--- src/rtl/draw_pkg.sv ---
// Shared types for the draw scheduler: shape codes, queued command layout, FSM states.
// No logic, so no latency.
// No flow control of its own; consumers apply their own valid/ready.
package draw_pkg;

    typedef enum logic [1:0] {
        SH_FILL     = 2'd0,
        SH_CIRCLE   = 2'd1,
        SH_REULEAUX = 2'd2,
        SH_RSVD     = 2'd3
    } shape_e;

    // 2 + 3 + 8 + 7 + 8 = 28 bits per queued command
    typedef struct packed {
        shape_e      shape;
        logic [2:0]  colour;
        logic [7:0]  x;
        logic [6:0]  y;
        logic [7:0]  size;
    } draw_cmd_t;

    typedef enum logic [1:0] {
        IDLE    = 2'd0,
        RUN     = 2'd1,
        RELEASE = 2'd2
    } sched_state_e;

    // Bit positions in eng_start/eng_done and slice index in the packed vga buses
    localparam int ENG_FILL   = 0;
    localparam int ENG_CIRCLE = 1;
    localparam int ENG_REU    = 2;

endpackage

--- src/rtl/draw_scheduler_cmd_fifo.sv ---
// Command FIFO: registered storage, head is read directly from storage.
// A push is visible at the head no earlier than the edge after it is written (no bypass).
// Push ignored when full; pop ignored when empty; flush empties and wins over push/pop.
//
// Ports: clk, rst_n; push/push_dat write; pop advances head_dat;
//        flush clears; full, empty, count report occupancy.
module cmd_fifo
    import draw_pkg::*;
#(
    parameter int DEPTH = 4,
    parameter int CW    = $clog2(DEPTH) + 1
) (
    input  logic          clk,
    input  logic          rst_n,
    input  logic          push,
    input  draw_cmd_t     push_dat,
    input  logic          pop,
    input  logic          flush,
    output draw_cmd_t     head_dat,
    output logic          full,
    output logic          empty,
    output logic [CW-1:0] count
);

    localparam int AW = $clog2(DEPTH);

    draw_cmd_t         mem_q [DEPTH];
    logic [AW-1:0]     wr_ptr_q, wr_ptr_d;
    logic [AW-1:0]     rd_ptr_q, rd_ptr_d;
    logic [CW-1:0]     count_q,  count_d;
    logic              push_ok, pop_ok;

    assign full     = (count_q == CW'(DEPTH));
    assign empty    = (count_q == '0);
    assign count    = count_q;
    assign head_dat = mem_q[rd_ptr_q];

    assign push_ok = push && !full && !flush;
    assign pop_ok  = pop && !empty && !flush;

    // Pointers are exactly log2(DEPTH) wide, so natural overflow is the modulo wrap.
    always_comb begin
        wr_ptr_d = wr_ptr_q;
        rd_ptr_d = rd_ptr_q;
        count_d  = count_q;
        if (flush) begin
            wr_ptr_d = '0;
            rd_ptr_d = '0;
            count_d  = '0;
        end else begin
            if (push_ok) wr_ptr_d = wr_ptr_q + 1'b1;
            if (pop_ok)  rd_ptr_d = rd_ptr_q + 1'b1;
            count_d = count_q + {{(CW-1){1'b0}}, push_ok} - {{(CW-1){1'b0}}, pop_ok};
        end
    end

    always_ff @(posedge clk or negedge rst_n) begin
        if (!rst_n) begin
            wr_ptr_q <= '0;
            rd_ptr_q <= '0;
            count_q  <= '0;
        end else begin
            wr_ptr_q <= wr_ptr_d;
            rd_ptr_q <= rd_ptr_d;
            count_q  <= count_d;
        end
    end

    // Storage needs no reset: entries are only read while count says they are valid.
    always_ff @(posedge clk) begin
        if (push_ok) mem_q[wr_ptr_q] <= push_dat;
    end

endmodule

--- src/rtl/draw_scheduler.sv ---
// Draw scheduler: queues draw commands and runs one shape engine at a time onto the VGA port.
// Accept-to-start is 2 edges when idle; engine done to cmd_done is 1 edge; 3 edges between commands.
// cmd_ready drops when the FIFO is full or flush is high; engines are held via start/done.
//
// Ports: cmd_* push interface and flush; eng_start/eng_done handshake plus shared config bus
//        eng_colour/x/y/size; eng_vga_* packed engine outputs muxed onto vga_*;
//        busy, cmd_done, cmd_err status pulses and FIFO count.
module draw_scheduler
    import draw_pkg::*;
#(
    parameter int DEPTH = 4,
    parameter int CW    = $clog2(DEPTH) + 1
) (
    input  logic          clk,
    input  logic          rst_n,
    input  logic          cmd_valid,
    output logic          cmd_ready,
    input  logic [1:0]    cmd_shape,
    input  logic [2:0]    cmd_colour,
    input  logic [7:0]    cmd_x,
    input  logic [6:0]    cmd_y,
    input  logic [7:0]    cmd_size,
    input  logic          flush,
    output logic [2:0]    eng_start,
    input  logic [2:0]    eng_done,
    output logic [2:0]    eng_colour,
    output logic [7:0]    eng_x,
    output logic [6:0]    eng_y,
    output logic [7:0]    eng_size,
    input  logic [23:0]   eng_vga_x,
    input  logic [20:0]   eng_vga_y,
    input  logic [8:0]    eng_vga_colour,
    input  logic [2:0]    eng_vga_plot,
    output logic [7:0]    vga_x,
    output logic [6:0]    vga_y,
    output logic [2:0]    vga_colour,
    output logic          vga_plot,
    output logic          busy,
    output logic          cmd_done,
    output logic          cmd_err,
    output logic [CW-1:0] count
);

    draw_cmd_t    push_dat, head;
    logic         fifo_full, fifo_empty, pop;

    sched_state_e state_q, state_d;
    logic [2:0]   sel_q, sel_d;          // one-hot engine select, same encoding as eng_start
    logic [2:0]   start_q, start_d;
    logic [2:0]   colour_q, colour_d;
    logic [7:0]   x_q, x_d;
    logic [6:0]   y_q, y_d;
    logic [7:0]   size_q, size_d;
    logic         done_q, done_d;
    logic         err_q, err_d;
    logic         sel_done;

    assign cmd_ready = !fifo_full && !flush;
    assign push_dat  = '{shape: shape_e'(cmd_shape), colour: cmd_colour,
                         x: cmd_x, y: cmd_y, size: cmd_size};

    cmd_fifo #(.DEPTH(DEPTH), .CW(CW)) u_fifo (
        .clk      (clk),
        .rst_n    (rst_n),
        .push     (cmd_valid && cmd_ready),
        .push_dat (push_dat),
        .pop      (pop),
        .flush    (flush),
        .head_dat (head),
        .full     (fifo_full),
        .empty    (fifo_empty),
        .count    (count)
    );

    // Only the selected engine's done matters; the others are masked off.
    assign sel_done = |(eng_done & sel_q);

    always_comb begin
        state_d  = state_q;
        sel_d    = sel_q;
        start_d  = start_q;
        colour_d = colour_q;
        x_d      = x_q;
        y_d      = y_q;
        size_d   = size_q;
        done_d   = 1'b0;
        err_d    = 1'b0;
        pop      = 1'b0;
        unique case (state_q)
            IDLE: begin
                // No pop on a flush edge: everything still in the FIFO is discarded.
                if (!fifo_empty && !flush) begin
                    pop = 1'b1;
                    if (head.shape == SH_RSVD) begin
                        err_d = 1'b1;
                    end else begin
                        sel_d    = 3'b001 << head.shape;
                        start_d  = 3'b001 << head.shape;
                        colour_d = head.colour;
                        x_d      = head.x;
                        y_d      = head.y;
                        size_d   = head.size;
                        state_d  = RUN;
                    end
                end
            end
            RUN: begin
                if (sel_done) begin
                    start_d = '0;
                    done_d  = 1'b1;
                    state_d = RELEASE;
                end
            end
            RELEASE: begin
                // Wait for the engine to drop done so a stale level cannot finish the next command.
                if (!sel_done) state_d = IDLE;
            end
            default: state_d = IDLE;
        endcase
    end

    always_ff @(posedge clk or negedge rst_n) begin
        if (!rst_n) begin
            state_q  <= IDLE;
            sel_q    <= '0;
            start_q  <= '0;
            colour_q <= '0;
            x_q      <= '0;
            y_q      <= '0;
            size_q   <= '0;
            done_q   <= 1'b0;
            err_q    <= 1'b0;
        end else begin
            state_q  <= state_d;
            sel_q    <= sel_d;
            start_q  <= start_d;
            colour_q <= colour_d;
            x_q      <= x_d;
            y_q      <= y_d;
            size_q   <= size_d;
            done_q   <= done_d;
            err_q    <= err_d;
        end
    end

    assign eng_start  = start_q;
    assign eng_colour = colour_q;
    assign eng_x      = x_q;
    assign eng_y      = y_q;
    assign eng_size   = size_q;
    assign cmd_done   = done_q;
    assign cmd_err    = err_q;
    assign busy       = (state_q != IDLE) || (count != '0);

    // Framebuffer port is driven only while an engine is running.
    always_comb begin
        vga_x      = '0;
        vga_y      = '0;
        vga_colour = '0;
        vga_plot   = 1'b0;
        if (state_q == RUN) begin
            unique case (sel_q)
                3'b001: begin
                    vga_x      = eng_vga_x[ENG_FILL*8 +: 8];
                    vga_y      = eng_vga_y[ENG_FILL*7 +: 7];
                    vga_colour = eng_vga_colour[ENG_FILL*3 +: 3];
                    vga_plot   = eng_vga_plot[ENG_FILL];
                end
                3'b010: begin
                    vga_x      = eng_vga_x[ENG_CIRCLE*8 +: 8];
                    vga_y      = eng_vga_y[ENG_CIRCLE*7 +: 7];
                    vga_colour = eng_vga_colour[ENG_CIRCLE*3 +: 3];
                    vga_plot   = eng_vga_plot[ENG_CIRCLE];
                end
                3'b100: begin
                    vga_x      = eng_vga_x[ENG_REU*8 +: 8];
                    vga_y      = eng_vga_y[ENG_REU*7 +: 7];
                    vga_colour = eng_vga_colour[ENG_REU*3 +: 3];
                    vga_plot   = eng_vga_plot[ENG_REU];
                end
                default: ;
            endcase
        end
    end

endmodule

--- config.mk ---
export PLATFORM = sky130hd
export DESIGN_NAME = draw_scheduler
export DESIGN_NICKNAME = d
export VERILOG_FILES = /design/src/rtl/draw_pkg.sv /design/src/rtl/draw_scheduler_cmd_fifo.sv /design/src/rtl/draw_scheduler.sv
export SDC_FILE = /design/constraint.sdc
export NUM_CORES = 1
export LEC_CHECK = 0
export ABC_AREA = 1
export BUFFER_PORTS_ARGS = -buffer_cell sky130_fd_sc_hd__buf_2
export CORE_MARGIN = 2
export CORE_UTILIZATION = 58
export CTS_CLUSTER_DIAMETER = 120
export DETAILED_ROUTE_END_ITERATION = 12
export HOLD_SLACK_MARGIN = 0.12
export PLACE_DENSITY = 0.83
export SYNTH_ARGS = -nofsm -noshare
export SYNTH_HDL_FRONTEND = slang
export SYNTH_SLANG_ARGS = --single-unit
--- constraint.sdc ---
create_clock -name clk -period 5.9 [get_ports clk]
set_input_delay 0.59 -clock clk [delete_from_list [all_inputs] [get_ports clk]]
set_output_delay 0.59 -clock clk [all_outputs]
set_load 0.01 [all_outputs]
==> qor.yml <==
status: "completed"
cts_resized: 0
die_h_um: 111
die_area_mm2: 0.0123
finalCriticalPeriod_ns: 3.16
power.share.switching_pct: 34.1
multi_input_comb_area_mm2: 0.00187
p_clk_share_pct: 30.7
post-route-drc-count: 0
ys_seq_area_share_pct: 67.1
rsz0062_at_grt: "no"
grt_max_degree: 60
fin_area_mm2: 0.00802
worstPathRequired_ns: 6.20
finalWirelength_mm: 15.5
hp-class: "input pin to asynchronous set/reset pin"
synth_cell_types: 33
path_class: "flop to flop"
regArea_mm2: 0.00444
hold_buffers: 0
crit_arrival_ns: 3.46
postCtsSetupBuffers: 0
drive_gt1_share_pct: 25.9
synth_top_area_share_pct: 50.8
overflow: 0
placedCellCount: 871
cts_num_sinks: 155
ctsLongestPathBuffers: 2
dr.pass1.iters: 5
cp_max_fo: 32
ys_ff_latch: 155
antenna_found_initial: 0
layout_common_cells: "149 x nand2_1, 146 x buf_2, 112 x edfxtp_1"
leakagePower_nw: 3.60
num_rows: 39
reg2reg_from: "u_fifo.rd_ptr_q[1]$_DFFE_PN0P_"
yosys.area.top_type: "edfxtp_1"
endpoint_kind: "flop"
seqPwrFrac_pct: 40.6
drtIter0Drc: 430
cts_buffers: 17
cts_tree: "yes"
yosys-top-cells-area: "edfxtp_1 51%, dfrtp_1 16%, nand2_1 8.5%"
port_buffers: 146
cap_viol_max_count: 0
io_pins: 147
grtUsageTotal_pct: 25.6
fin_nets: 846
ys.warnings.count: 0
clock.fmax_mhz: 316
p_int_mw: 2.49
syn2layout_area_growth_pct: 21.2
gp_congestion: 1.02
cts.clk_slew.worst_paths_ns: 0.06
netlist_area_mm2: 0.00662
drv_slew: 0
diodes: 0
root_buffer: "clkbuf_16"
postSynthAreaPerCell_um2: 10.8
finalNonFillerCells: 903
htree_levels: 4
max_slew_margin_pct: 31.0
die_w_um: 111
p_comb_share_pct: 28.7
clock_latency_ns: 0.41
worst_pin_slew_ns: 1.03
vias: 5073
power-per-cell-area_mw_per_mm2: 471
initial_core_util_pct: 58.7
worstSetupStartpoint: "u_fifo.rd_ptr_q[1]$_DFFE_PN0P_"
power.switching_mw: 1.29
synthCells: 612
route.antenna.remaining_nets: 0
fin_setup_tns_ns: 0
core_area_mm2: 0.0113
grt_pass1_wl_mm: 24.6
fillerInstances: 777
wl_per_cell_um: 17.2
hold_viol: 0
dp_hpwl_mm: 9.57
grt_pass1_vias: 5178
start_kind: "flop"
final_common_cell: "nand2_1"
routed_via_density: 5.62
period_share_pct: 53.6
peakVddDrop_uv: 322
placed_area_mm2: 0.00739
synth_nets: 711
clock_skew_ns: 0.00689
setup_violations: 0
-- state kept, by name, indices dropped and copies added, names as in the netlist --
register         flops
u_fifo.mem_q       112
cmd_done             1
eng_start            3
eng_y                7
eng_size             8
eng_x                8
cmd_err              1
state_q              2
u_fifo.count         3
u_fifo.rd_ptr_q      2
sel_q                3
eng_colour           3
u_fifo.wr_ptr_q      2
-- layout make-up --
| class | count | area share, % |
|---|---|---|
| Sequential cell | 155 | 55.4 |
| Multi-Input combinational cell | 383 | 23.3 |
| Timing Repair Buffer | 147 | 9.20 |
| Clock buffer | 19 | 5.40 |
| Clock inverter | 13 | 2.50 |
| Tap cell | 143 | 2.23 |
| Inverter | 43 | 2.01 |
-- synthesized netlist by cell type, drive strengths merged --
| cell type | instances |
|---|---|
| nor3 | 5 |
| nand3b | 1 |
| clkinv | 1 |
| nand4 | 6 |
| or2 | 1 |
| o22ai | 26 |
| nand3 | 56 |
| edfxtp | 112 |
| nor3b | 1 |
| ha | 6 |
| buf | 17 |
| nor2 | 64 |
| and3 | 1 |
| a21oi | 3 |
| clkbuf | 14 |
| inv | 42 |
| nand2 | 156 |
| fa | 1 |
| dfrtp | 43 |
| o21ai | 56 |
-- critical path, cell delays in order (launching register included) --
cell	delay (ns)
dfrtp_1	1.02
inv_1	0.78
nand3_1	0.36
nand2_2	0.14
nand2_4	0.34
nand2_8	0.20
nand2_1	0.13
nand2_1	0.06
-- final timing paths --
kind                                                  endpoint  slack, ns  depth (start not counted)
worst max register to register       eng_colour[1]$_DFFE_PN0P_       2.74                          7
max in group asynchronous       u_fifo.rd_ptr_q[0]$_DFFE_PN0P_       4.85                          1
min in group clk                 u_fifo.mem_q[2][14]$_DFFE_PP_       0.39                          1
worst min register to register            eng_y[4]$_DFFE_PN0P_       0.52                          2
worst max-delay path                 eng_colour[1]$_DFFE_PN0P_       2.74                          7
worst min-delay path                         cmd_err$_DFF_PN0_       0.36                          1
-- logic make-up (layout without fill, tap and decap cells) --
| kind of cell | after synthesis | count (layout) | share of synthesized area, % |
|---|---|---|---|
| AND/OR/NAND/NOR | 291 | 291 | 19.4 |
| flip-flops | 155 | 155 | 67.1 |
| AO/OA/AOI/OAI | 85 | 85 | 6.92 |
| buffers and inverters | 74 | 222 | 5.14 |
| adder cells (fa/ha/maj) | 7 | 7 | 1.44 |
-- through the flow --
step / utilization, % / total power, mW / setup WS [ns] / hold slack [ns]
2_1_floorplan: - / 2.26 / 3.22 / 0.294
3_3_place_gp: 65.5 / 2.56 / 3.06 / 0.498
3_5_place_dp: 65.5 / 2.62 / 2.91 / 0.504
4_1_cts: 71.2 / 3.78 / 2.80 / 0.379
5_1_grt: 71.2 / 3.98 / 2.59 / 0.381
6_report: 71.2 / 3.78 / 2.74 / 0.364
-- power groups by stage --
stage | Clock [mW] | Sequential (mW) | Combinational, mW
after floorplan | 0 | 1.52 | 0.740
after global placement | 0 | 1.54 | 1.02
after detailed placement | 0 | 1.55 | 1.07
after CTS | 1.16 | 1.53 | 1.09
after global routing | 1.21 | 1.55 | 1.22
final | 1.16 | 1.53 | 1.09
-- per-layer routing --
metal	routed length, um	global-route usage [%]	share of wire (%)	vias up
met5	0	0	0	-
met4	450	11.4	2.9	0
met3	1240	6.23	8.0	42
met2	7870	44.5	51	258
met1	5980	30.3	38	2418
li1	-	-	-	2355
Note: power is estimated with default switching activity, not from simulation.
